`config.mk`:
```
export PLATFORM = sky130hd
export DESIGN_NAME = word_serializer
export DESIGN_NICKNAME = d
export VERILOG_FILES = /design/src/rtl/word_serializer_pkg.sv /design/src/rtl/word_serializer.sv
export SDC_FILE = /design/constraint.sdc
export NUM_CORES = 1
export LEC_CHECK = 0
export CAP_MARGIN = 20
export CORE_MARGIN = 2
export CORE_UTILIZATION = 35
export CTS_BUF_LIST = sky130_fd_sc_hd__clkbuf_16
export DETAILED_ROUTE_END_ITERATION = 16
export PLACE_DENSITY = 0.63
export RECOVER_POWER = 25
export SYNTH_ARGS = -nofsm -noshare
export SYNTH_HDL_FRONTEND = slang
export SYNTH_SLANG_ARGS = --single-unit
```
`constraint.sdc`:
```
create_clock -name clk -period 1.5 [get_ports clk]
set_input_delay 0.3 -clock clk [delete_from_list [all_inputs] [get_ports clk]]
set_output_delay 0.3 -clock clk [all_outputs]
set_load 0.01 [all_outputs]
```
`src/rtl/word_serializer_pkg.sv`:
```
// Shared constants for the word serializer: state encoding and default word width.
package word_serializer_pkg;

  localparam int DEFAULT_WIDTH = 8;

  typedef enum logic [1:0] {
    IDLE   = 2'b00,
    SHIFT  = 2'b01,
    PARITY = 2'b10
  } state_t;

endpackage

```
`src/rtl/word_serializer.sv`:
```
// Parallel-to-serial converter, MSB first, feeding the downstream sequence detector.
// Define WORD_SERIALIZER_PARITY_EN to append one even-parity bit after each word.
//
// state  | meaning
// IDLE   | no word in flight, ready for a new word
// SHIFT  | data bits on x_out, counter walks WIDTH-1 down to 0
// PARITY | parity bit on x_out (only with WORD_SERIALIZER_PARITY_EN)
module word_serializer
  import word_serializer_pkg::*;
#(
  parameter int WIDTH = DEFAULT_WIDTH
) (
  input  logic             clk,
  input  logic             reset,
  input  logic [WIDTH-1:0] in_data,
  input  logic             in_valid,
  output logic             in_ready,
  output logic             x_out,
  output logic             x_valid,
  output logic             busy
);

  localparam int CW = $clog2(WIDTH);
  localparam logic [CW-1:0] CNT_MAX = CW'(WIDTH - 1);

  state_t           state_q, state_d;
  logic [CW-1:0]    cnt_q;
  // The MSB goes straight to x_out on accept, so only the remaining bits are held here.
  logic [WIDTH-2:0] shreg_q;
  logic             accept;
  logic             last_bit;
`ifdef WORD_SERIALIZER_PARITY_EN
  logic             par_q;
`endif

  assign last_bit = (state_q == SHIFT) && (cnt_q == '0);
  assign accept   = in_valid && in_ready;
  assign busy     = (state_q != IDLE);

  always_comb begin
    state_d  = state_q;
`ifdef WORD_SERIALIZER_PARITY_EN
    in_ready = (state_q == IDLE) || (state_q == PARITY);
`else
    in_ready = (state_q == IDLE) || last_bit;
`endif
    case (state_q)
      IDLE: begin
        if (in_valid) state_d = SHIFT;
      end
      SHIFT: begin
        if (cnt_q == '0) begin
`ifdef WORD_SERIALIZER_PARITY_EN
          state_d = PARITY;
`else
          state_d = in_valid ? SHIFT : IDLE;
`endif
        end
      end
`ifdef WORD_SERIALIZER_PARITY_EN
      PARITY: begin
        state_d = in_valid ? SHIFT : IDLE;
      end
`endif
      default: state_d = IDLE;
    endcase
  end

  always_ff @(posedge clk or negedge reset) begin
    if (!reset) state_q <= IDLE;
    else        state_q <= state_d;
  end

  always_ff @(posedge clk or negedge reset) begin
    if (!reset) begin
      cnt_q   <= '0;
      shreg_q <= '0;
`ifdef WORD_SERIALIZER_PARITY_EN
      par_q   <= 1'b0;
`endif
    end else if (accept) begin
      cnt_q   <= CNT_MAX;
      shreg_q <= in_data[WIDTH-2:0];
`ifdef WORD_SERIALIZER_PARITY_EN
      par_q   <= ^in_data;
`endif
    end else if ((state_q == SHIFT) && (cnt_q != '0)) begin
      cnt_q   <= cnt_q - CW'(1);
      shreg_q <= shreg_q << 1;
    end
  end

  always_ff @(posedge clk or negedge reset) begin
    if (!reset) begin
      x_out   <= 1'b0;
      x_valid <= 1'b0;
    end else if (accept) begin
      x_out   <= in_data[WIDTH-1];
      x_valid <= 1'b1;
    end else if ((state_q == SHIFT) && (cnt_q != '0)) begin
      x_out   <= shreg_q[WIDTH-2];
      x_valid <= 1'b1;
`ifdef WORD_SERIALIZER_PARITY_EN
    end else if (last_bit) begin
      x_out   <= par_q;
      x_valid <= 1'b1;
`endif
    end else begin
      x_out   <= 1'b0;
      x_valid <= 1'b0;
    end
  end

endmodule
```
==> results.tsv, run 1 <==
metric	value	unit
status	finished, violations left	
violated checks	negative setup slack	
num rows	14	
Critical Path Start Type	flop	
Seq/Total Area, Yosys	54.6	%
CP Cell Sequence	inv_1, ha_2, ha_4, nor2b_4, inv_1, buf_2	
Vias/cell	4.70	
Die Width	45.3	µm
largest net degree at the start of global routing	24	
Area growth syn-to-layout	46.8	%
Root Buffer Master	clkbuf_16	
Synth Warn #	0	
CTS tree	built	
Pre-Repair DR Iteration Count	2	
clk sink count	13	
syn_nets	67	
Synth cell types	15	
Fillers	132	
CORE AREA	1560	µm²
Starting Density	38.2	%
Wirelength per Cell	11.1	µm
largest cells by area after synthesis	dfrtp_1 55%, mux2i_1 12%, nand2_1 5.0%, o21ai_2 4.4%, ha_1 4.2%	
number of flops mapped to enable cells by yosys	0	
Final Cell Area	875	µm²
total number of vias	428	
min Tclk post-route	1530	ps
hold path start	shreg_q[5]	
max incr delay on CP	330	ps
post-synth top area share	54.6	%
CP required	1200	ps
most common cell in the synthesized netlist	dfrtp_1	
CP endpoint kind	output pin	
Hold Violations, Final	0	
Buffers on Ports	14	
I/O pin cnt	15	
Fmax	654	MHz
fin. max-slew vios	0	
final RePlAce weighted congestion	0.684	
final worst slack	-30.2	ps
crit-path max FO	2	
Worst Hold End	shreg_q[6]	
initial antenna violation count	0	
most instantiated cells after synthesis	13 x dfrtp_1, 8 x nand2_1, 7 x mux2i_1, 4 x inv_1, 4 x o21ai_0	
final setup vio count	1	
Syn Inst Count	54	
GRT Util Overall	13.0	%
final core area utilization	56.1	%
RR Startpoint	cnt_q[0]	
FF-to-FF End	state_q[0]	
DR iter-0 viols	2	
max-capacitance violation count	0	
WP buf/inv	3	
antenna viol nets, final	0	
Avg Cell Area, Syn	11.0	µm²
H-tree depth	1	
async set-reset flop share out of synthesis	100	%
grt total ovfl	0	
RSZ-0062 raised after global routing	true	
Crit path arrival time	1230	ps
mapped cell area	596	µm²
fin nets	89	
clock-pin slew on the worst setup and hold paths	40	ps
Worst Reg2Reg Path Length in Cells	6	
die area	2050	µm²
Placement Setup Slack	-175	ps
ratio of cells with drive above 1 in the final layout	22.7	%
Setup CP Type	flop to output pin	
cell taking the most area after synthesis	dfrtp_1	
Lkg Pwr	0.419	nW
vias in the first global route	400	
dominant synthesized flop cell	dfrtp_1	
Final Skew	2.15	ps
Skew-Pair Late Insertion Delay	240	ps
global-route wire length before repair	1720	µm
period utilisation layout	102	%
worst-case clock buffer depth	2	
reg2reg setup slack	110	ps
die height	45.3	µm
Power Density	1850	nW/µm²
Slowest cell on crit path	dfrtp_1	
ANT cells	0	
CTS Buf Count	3	
post-placement cell area	774	µm²
hold crit path type	flop to flop	
# DRC	0	
post-synthesis register bit count	13	
CP delay by family, top	adder cells	
Worst-Margin Slew	686	ps
Detail Placement HPWL	684	µm
hold path depth	2	
worst relative slew slack	54.3	%
Final Hold Slack	475	ps
cell repeated most along the worst path	inv_1	
Max VDD drop	1120	µV
Design Power	1.62	mW
cts hold-fix bufs	0	
Total Wirelength	1010	µm
[tightest hold or removal path, stage by stage, from the launching register on]
cell     delay, ps
dfrtp_1        330
nand2_1         60
o21ai_2         50
[repair_timing]
action	4_1_cts	5_1_grt
endpoints found under the setup margin	1	1
gates resized for setup	7	0
pin swaps	1	0
hold endpoints to repair	0	0
setup buffers	1	1
[metal layers]
| layer | global-route usage, % | wire length (µm) | vias up |
|---|---|---|---|
| met3 | 4.00 | 39 | 4 |
| met5 | 0 | 0 | - |
| met2 | 18.9 | 482 | 12 |
| met1 | 14.2 | 440 | 190 |
| li1 | - | - | 222 |
| met4 | 14.1 | 48 | 0 |
[per-stage QoR]
step           cells  TNS (ps)
6_report          91     -30.2
2_1_floorplan     54         0
3_3_place_gp      85      -154
3_5_place_dp      85      -175
5_1_grt           91     -76.8
4_1_cts           90     -33.5
[sequential cells by signal (all words and copies together) (netlist names)]
signal,flops
shreg_q,7
cnt_q,3
state_q,1
x_out,1
x_valid,1
[cells in the final DEF (no fill, tap or decap)]
cell type	count
a21oi_1	3
clkbuf_1	1
buf_4	4
or2_2	2
nor3_1	3
ha_4	1
o21ai_0	4
dfrtp_1	13
ha_2	1
mux2i_1	7
clkdlybuf4s50_1	12
nor2_1	1
buf_2	1
nor2b_4	1
inv_1	5
clkbuf_16	3
nand2_1	8
o21ai_2	3
dlygate4sd3_1	1
buf_12	1
[where the power goes]
| group | total, mW | leakage [nW] | internal [mW] | switching (mW) |
|---|---|---|---|---|
| combinational | 0.585 | 0.217 | 0.307 | 0.278 |
| clock | 0.488 | 0.0423 | 0.351 | 0.138 |
| sequential | 0.546 | 0.160 | 0.487 | 0.0597 |
| total | 1.62 | 0.419 | 1.14 | 0.475 |
[final cells by class]
cell class	instances	area (µm²)	share of cell area [%]
clock inverters	1	3.75	0.429
flip-flops and latches	13	325	37.2
inverters	4	15.0	1.72
multi-input cells	34	246	28.2
clock buffers	3	75.1	8.58
well taps	16	20.0	2.29
repair buffers	20	189	21.6
[how the worst max path moves through the flow]
stage,startpoint,endpoint,slack (ps),cells past startpoint
finish,cnt_q[0],in_ready,-30,6
floorplan,cnt_q[0],in_ready,20,6
global route,cnt_q[0],in_ready,-80,6
CTS,cnt_q[0],in_ready,-30,6
detailed placement,cnt_q[0],in_ready,-180,6
global placement,cnt_q[0],in_ready,-150,6
[kinds of logic (layout without fill, tap and decap cells)]
group,after synthesis,count (layout),share of synthesized area [%]
AND/OR/NAND/NOR,15,15,12.6
flip-flops,13,13,54.6
AO/OA/AOI/OAI,10,10,10.3
multiplexers,7,7,11.8
buffers and inverters,7,28,6.51
adder cells (fa/ha/maj),2,2,4.20
(Power assumes the default switching activity.)
==> run 2: changes to the inputs <==
Settings changed: CORE_UTILIZATION 35 to 45, PLACE_DENSITY 0.63 to 0.77, REMOVE_ABC_BUFFERS set to 1.
==> run 2 against run 1 <==
The run still ends with negative setup slack left. Flip-flop and latch count unchanged. Hold slack worse by 0.91 ps. Clock-buffer cell count stayed put. Sequential share of layout area is 0.38 points higher. Sequential power about the same. Critical endpoint unchanged.
==> results.tsv, run 2 (synthesis results as in run 1) <==
metric	value	unit	change
status	finished, violations left		unchanged
violated checks	negative setup slack		unchanged
clock-pin slew on the worst setup and hold paths	40	ps	about the same
Starting Density	46.9	%	was 38.2%
Fillers	101		was 132
global-route wire length before repair	1610	µm	was 1720 µm
final worst slack	-35.6	ps	was -30.2 ps
die height	40.4	µm	was 45.3 µm
Area growth syn-to-layout	45.4	%	was 46.8%
P_int	1.13	mW	was 1.14 mW
H-tree depth	1		unchanged
ratio of cells with drive above 1 in the final layout	21.6	%	was 22.7%
final RePlAce weighted congestion	0.636		was 0.684
largest net degree at the start of global routing	24		unchanged
Final Cell Area	866	µm²	was 875 µm²
total number of vias	461		was 428
min Tclk post-route	1540	ps	was 1530 ps
Max VDD drop	894	µV	was 1120 µV
Post-Place Cells	84		was 85
Fmax	651	MHz	was 654 MHz
clk sink count	13		unchanged
worst relative slew slack	55.3	%	was 54.3%
Pre-Repair DR Iteration Count	4		was 2
cts hold-fix bufs	0		unchanged
Power Density	1850	nW/µm²	about the same
Critical Path Start Type	flop		unchanged
hold crit path type	flop to flop		unchanged
Final Skew	0.558	ps	was 2.15 ps
Placement Setup Slack	-177	ps	was -175 ps
CTS tree	built		unchanged
Fin Setup TNS	-35.6	ps	was -30.2 ps
Final Hold Slack	475	ps	about the same
I/O pin cnt	15		unchanged
# DRC	0		unchanged
switching pwr	0.479	mW	was 0.475 mW
Switching Share	29.8	%	was 29.4%
crit-path max FO	2		unchanged
Worst-Margin Slew	670	ps	was 686 ps
final core area utilization	68.2	%	was 56.1%
CTS Buf Count	3		unchanged
final setup vio count	1		unchanged
ANT cells	0		unchanged
Wirelength per Cell	11.8	µm	was 11.1 µm
worst-case clock buffer depth	2		unchanged
Reg power frac	34.1	%	was 33.7%
period utilisation layout	102	%	about the same
Vias/cell	5.18		was 4.70
vias in the first global route	409		was 400
Total Wirelength	1050	µm	was 1010 µm
Final Non-Filler Cells	89		was 91
commonest cells after routing, fill and taps aside	13 x dfrtp_1, 12 x clkdlybuf4s50_1, 8 x nand2_1, 7 x mux2i_1, 5 x inv_1		unchanged
Die Width	40.4	µm	was 45.3 µm
Lkg Pwr	0.414	nW	was 0.419 nW
fin. max-slew vios	0		unchanged
post-placement cell area	773	µm²	was 774 µm²
biggest registers after layout	shreg_q: 7 flops, cnt_q: 3 flops		unchanged
CP required	1200	ps	about the same
Root Buffer Master	clkbuf_16		unchanged
fin nets	88		was 89
Largest register FFs	7		unchanged
Buffers on Ports	14		unchanged
grt total ovfl	0		unchanged
multi-input logic area	246	µm²	unchanged
commonest non-fill, non-tap cell in the layout	dfrtp_1		unchanged
Comb pwr share	35.7	%	was 36.1%
RSZ-0062 raised after global routing	true		unchanged
register area	325	µm²	unchanged
Setup CP Type	flop to output pin		unchanged
Hold Violations, Final	0		unchanged
antenna viol nets, final	0		unchanged
power share of the clock group	30.2	%	was 30.1%
CORE AREA	1270	µm²	was 1560 µm²
max-capacitance violation count	0		unchanged
die area	1630	µm²	was 2050 µm²
GRT Util Overall	15.6	%	was 13.0%
CP endpoint kind	output pin		unchanged
num rows	13		was 14
Detail Placement HPWL	710	µm	was 684 µm
DR iter-0 viols	4		was 2
Skew-Pair Late Insertion Delay	240	ps	about the same
Top reg by flops	shreg_q		unchanged
Design Power	1.61	mW	was 1.62 mW
Crit path arrival time	1240	ps	was 1230 ps
initial antenna violation count	0		unchanged
## run 2: cell types whose count changed in the layout (fill, tap and decap cells not counted), sizes merged
cell / previous run / this run
buf: 6 / 5
## run 2: worst max-delay path: stages, from the launching register on
cell     delay (ps)
dfrtp_1         340
inv_1            50
ha_2            190
ha_4            160
nor2b_4         100
inv_1            40
buf_2           130
## run 2: path summary, 6_finish.rpt
check | from | endpoint | slack [ps] | cells past startpoint
worst min register to register | shreg_q[1] | shreg_q[2] | 470 | 2
max in group asynchronous | reset | shreg_q[1] | 460 | 2
worst max-delay path | cnt_q[0] | in_ready | -40 | 6
worst max register to register | cnt_q[0] | state_q[0] | 90 | 6
min in group asynchronous | reset | cnt_q[2] | 610 | 2
worst min-delay path | shreg_q[1] | shreg_q[2] | 470 | 2
## run 2: routing by layer
metal | part of all wire [%] | up-vias | global-route usage, %
li1 | - | 221 | -
met1 | 41 | 223 | 18.1
met2 | 51 | 15 | 25.8
met3 | 5.5 | 2 | 1.67
met4 | 2.0 | 0 | 12.5
met5 | 0 | - | 0
## run 2: final cells by class
cell class	instances	share of cell area, %
clock buffers	3	8.67
multi-input cells	34	28.5
well taps	15	2.17
repair buffers	19	21.0
flip-flops and latches	13	37.6
inverters	4	1.73
clock inverters	1	0.434
## run 2: what timing repair did
| item | in CTS | in global routing |
|---|---|---|
| pin swaps | 1 | 0 |
| resized for setup | 7 | 0 |
| endpoints found under the setup margin | 1 | 1 |
| setup buffers | 0 | 1 |
## run 2: power groups by stage
stage	Sequential, mW	Combinational [mW]	Clock (mW)
after floorplan	0.553	0.303	0
after global placement	0.543	0.515	0
after detailed placement	0.552	0.540	0
after CTS	0.548	0.567	0.493
after global routing	0.565	0.635	0.508
final	0.548	0.573	0.485
==> run 3: changes to the inputs <==
Settings changed: SKIP_CTS_REPAIR_TIMING set to 1.
==> run 3 against run 2 <==
The run still ends with negative setup slack left. Die area unchanged. Critical path depth unchanged. Cell count decreased by 1.1%. Cell area decreased by 0.87%. Register-to-register slack improved by 20 ps. Sequential power about the same. Combinational power decreased by 3.7%. Highest routed layer unchanged.
==> results.tsv, run 3 (synthesis results as in run 1) <==
metric	value	unit	change
total number of vias	448		was 461
Fmax	654	MHz	was 651 MHz
Total Wirelength	1040	µm	was 1050 µm
Starting Density	46.9	%	unchanged
Top reg by flops	shreg_q		unchanged
vias in the first global route	401		was 409
clk sink count	13		unchanged
final core area utilization	67.7	%	was 68.2%
FF-to-FF End	state_q[0]		unchanged
Worst-Margin Slew	691	ps	was 670 ps
violated checks	negative setup slack		unchanged
Lkg Pwr	0.409	nW	was 0.414 nW
Final Skew	0.474	ps	was 0.558 ps
largest net degree at the start of global routing	24		unchanged
power share of the clock group	30.6	%	was 30.2%
CP endpoint kind	output pin		unchanged
status	finished, violations left		unchanged
Hold Violations, Final	0		unchanged
H-tree depth	1		unchanged
CTS tree	built		unchanged
switching pwr	0.473	mW	was 0.479 mW
Buffers on Ports	14		unchanged
ratio of cells with drive above 1 in the final layout	20.5	%	was 21.6%
GRT Util Overall	15.2	%	was 15.6%
Max VDD drop	890	µV	was 894 µV
Vias/cell	5.09		was 5.18
Pre-Repair DR Iteration Count	4		unchanged
cell repeated most along the worst path	inv_1		unchanged
initial antenna violation count	0		unchanged
grt total ovfl	0		unchanged
Reg power frac	34.6	%	was 34.1%
CP required	1200	ps	about the same
max-capacitance violation count	0		unchanged
worst relative slew slack	54.0	%	was 55.3%
num rows	13		unchanged
Placement Setup Slack	-177	ps	unchanged
final RePlAce weighted congestion	0.636		unchanged
DR iter-0 viols	3		was 4
# DRC	0		unchanged
CP Cell Sequence	inv_1, ha_2, ha_4, nor2b_4, inv_1, buf_2		unchanged
Worst Reg2Reg Path Length in Cells	6		unchanged
commonest non-fill, non-tap cell in the layout	dfrtp_1		unchanged
RSZ-0062 raised after global routing	true		unchanged
Final Cell Area	858	µm²	was 866 µm²
crit-path max FO	2		unchanged
commonest cells after routing, fill and taps aside	13 x dfrtp_1, 12 x clkdlybuf4s50_1, 8 x nand2_1, 7 x mux2i_1, 5 x inv_1		unchanged
hold crit path type	flop to flop		unchanged
hold path start	shreg_q[1]		unchanged
Final Hold Slack	475	ps	about the same
Largest register FFs	7		unchanged
ANT cells	0		unchanged
Die Width	40.4	µm	unchanged
Power Density	1840	nW/µm²	was 1850 nW/µm²
P_int	1.11	mW	was 1.13 mW
post-placement cell area	773	µm²	unchanged
Critical Path Start Type	flop		unchanged
Wirelength per Cell	11.8	µm	about the same
die height	40.4	µm	unchanged
Worst Hold End	shreg_q[2]		unchanged
I/O pin cnt	15		unchanged
final setup vio count	1		unchanged
period utilisation layout	102	%	about the same
max incr delay on CP	340	ps	about the same
Area growth syn-to-layout	44.1	%	was 45.4%
antenna viol nets, final	0		unchanged
Comb pwr share	34.8	%	was 35.7%
CTS Buf Count	3		unchanged
Root Buffer Master	clkbuf_16		unchanged
Slowest cell on crit path	dfrtp_1		unchanged
final worst slack	-28.7	ps	was -35.6 ps
Crit path arrival time	1230	ps	was 1240 ps
biggest registers after layout	shreg_q: 7 flops, cnt_q: 3 flops		unchanged
die area	1630	µm²	unchanged
RR Startpoint	cnt_q[0]		unchanged
fin. max-slew vios	0		unchanged
reg2reg setup slack	110	ps	was 90 ps
worst setup path start	cnt_q[0]		unchanged
min Tclk post-route	1530	ps	was 1540 ps
clock-pin slew on the worst setup and hold paths	40	ps	about the same
Switching Share	29.9	%	was 29.8%
worst-case clock buffer depth	2		unchanged
fin nets	87		was 88
hold path depth	2		unchanged
global-route wire length before repair	1560	µm	was 1610 µm
Setup CP Type	flop to output pin		unchanged
CORE AREA	1270	µm²	unchanged
Skew-Pair Late Insertion Delay	240	ps	about the same
Detail Placement HPWL	710	µm	unchanged
Design Power	1.58	mW	was 1.61 mW
==> run 3: cell types whose count changed in the layout (fill, tap and decap cells not counted) <==
cell and delta:
buf_4 -1
==> run 3: worst max-delay path: cells and delay by family (launching register included) <==
kind | cells | cell delay, ps
simple gates | 1 | 100
buf+inv | 3 | 220
flops | 1 | 340
fa+ha+maj | 2 | 350
==> run 3: stage by stage <==
stage	cells	TNS (ps)
2_1_floorplan	51	-50.6
3_3_place_gp	84	-151
3_5_place_dp	84	-177
4_1_cts	88	-430
5_1_grt	88	-81.3
6_report	88	-28.7
==> run 3: area by class of cell <==
class	instances	area, µm²
fillers	103	410
flip-flops and latches	13	325
clock buffers	3	75.1
inverters	4	15.0
multi-input cells	34	246
clock inverters	1	3.75
repair buffers	18	174
well taps	15	18.8
==> run 3: power groups by stage <==
stage	logic [mW]	clock network [mW]	registers (mW)
after global placement	0.515	0	0.543
after detailed placement	0.540	0	0.552
final	0.552	0.484	0.547
after CTS	0.545	0.493	0.548
after global routing	0.613	0.508	0.566
after floorplan	0.303	0	0.553
==> run 3: routing by layer <==
layer / vias up / GRT usage [%] / wire length [µm]
met5: - / 0 / 0
met1: 213 / 17.1 / 443
met3: 2 / 1.67 / 54
met2: 13 / 25.4 / 516
met4: 0 / 12.5 / 21
li1: 220 / - / -
==> run 3: worst max path at each step <==
stage               endpoint  slack, ps
floorplan           in_ready        -50
global placement    in_ready       -150
detailed placement  in_ready       -180
CTS                 in_ready       -430
global route        in_ready        -80
finish              in_ready        -30
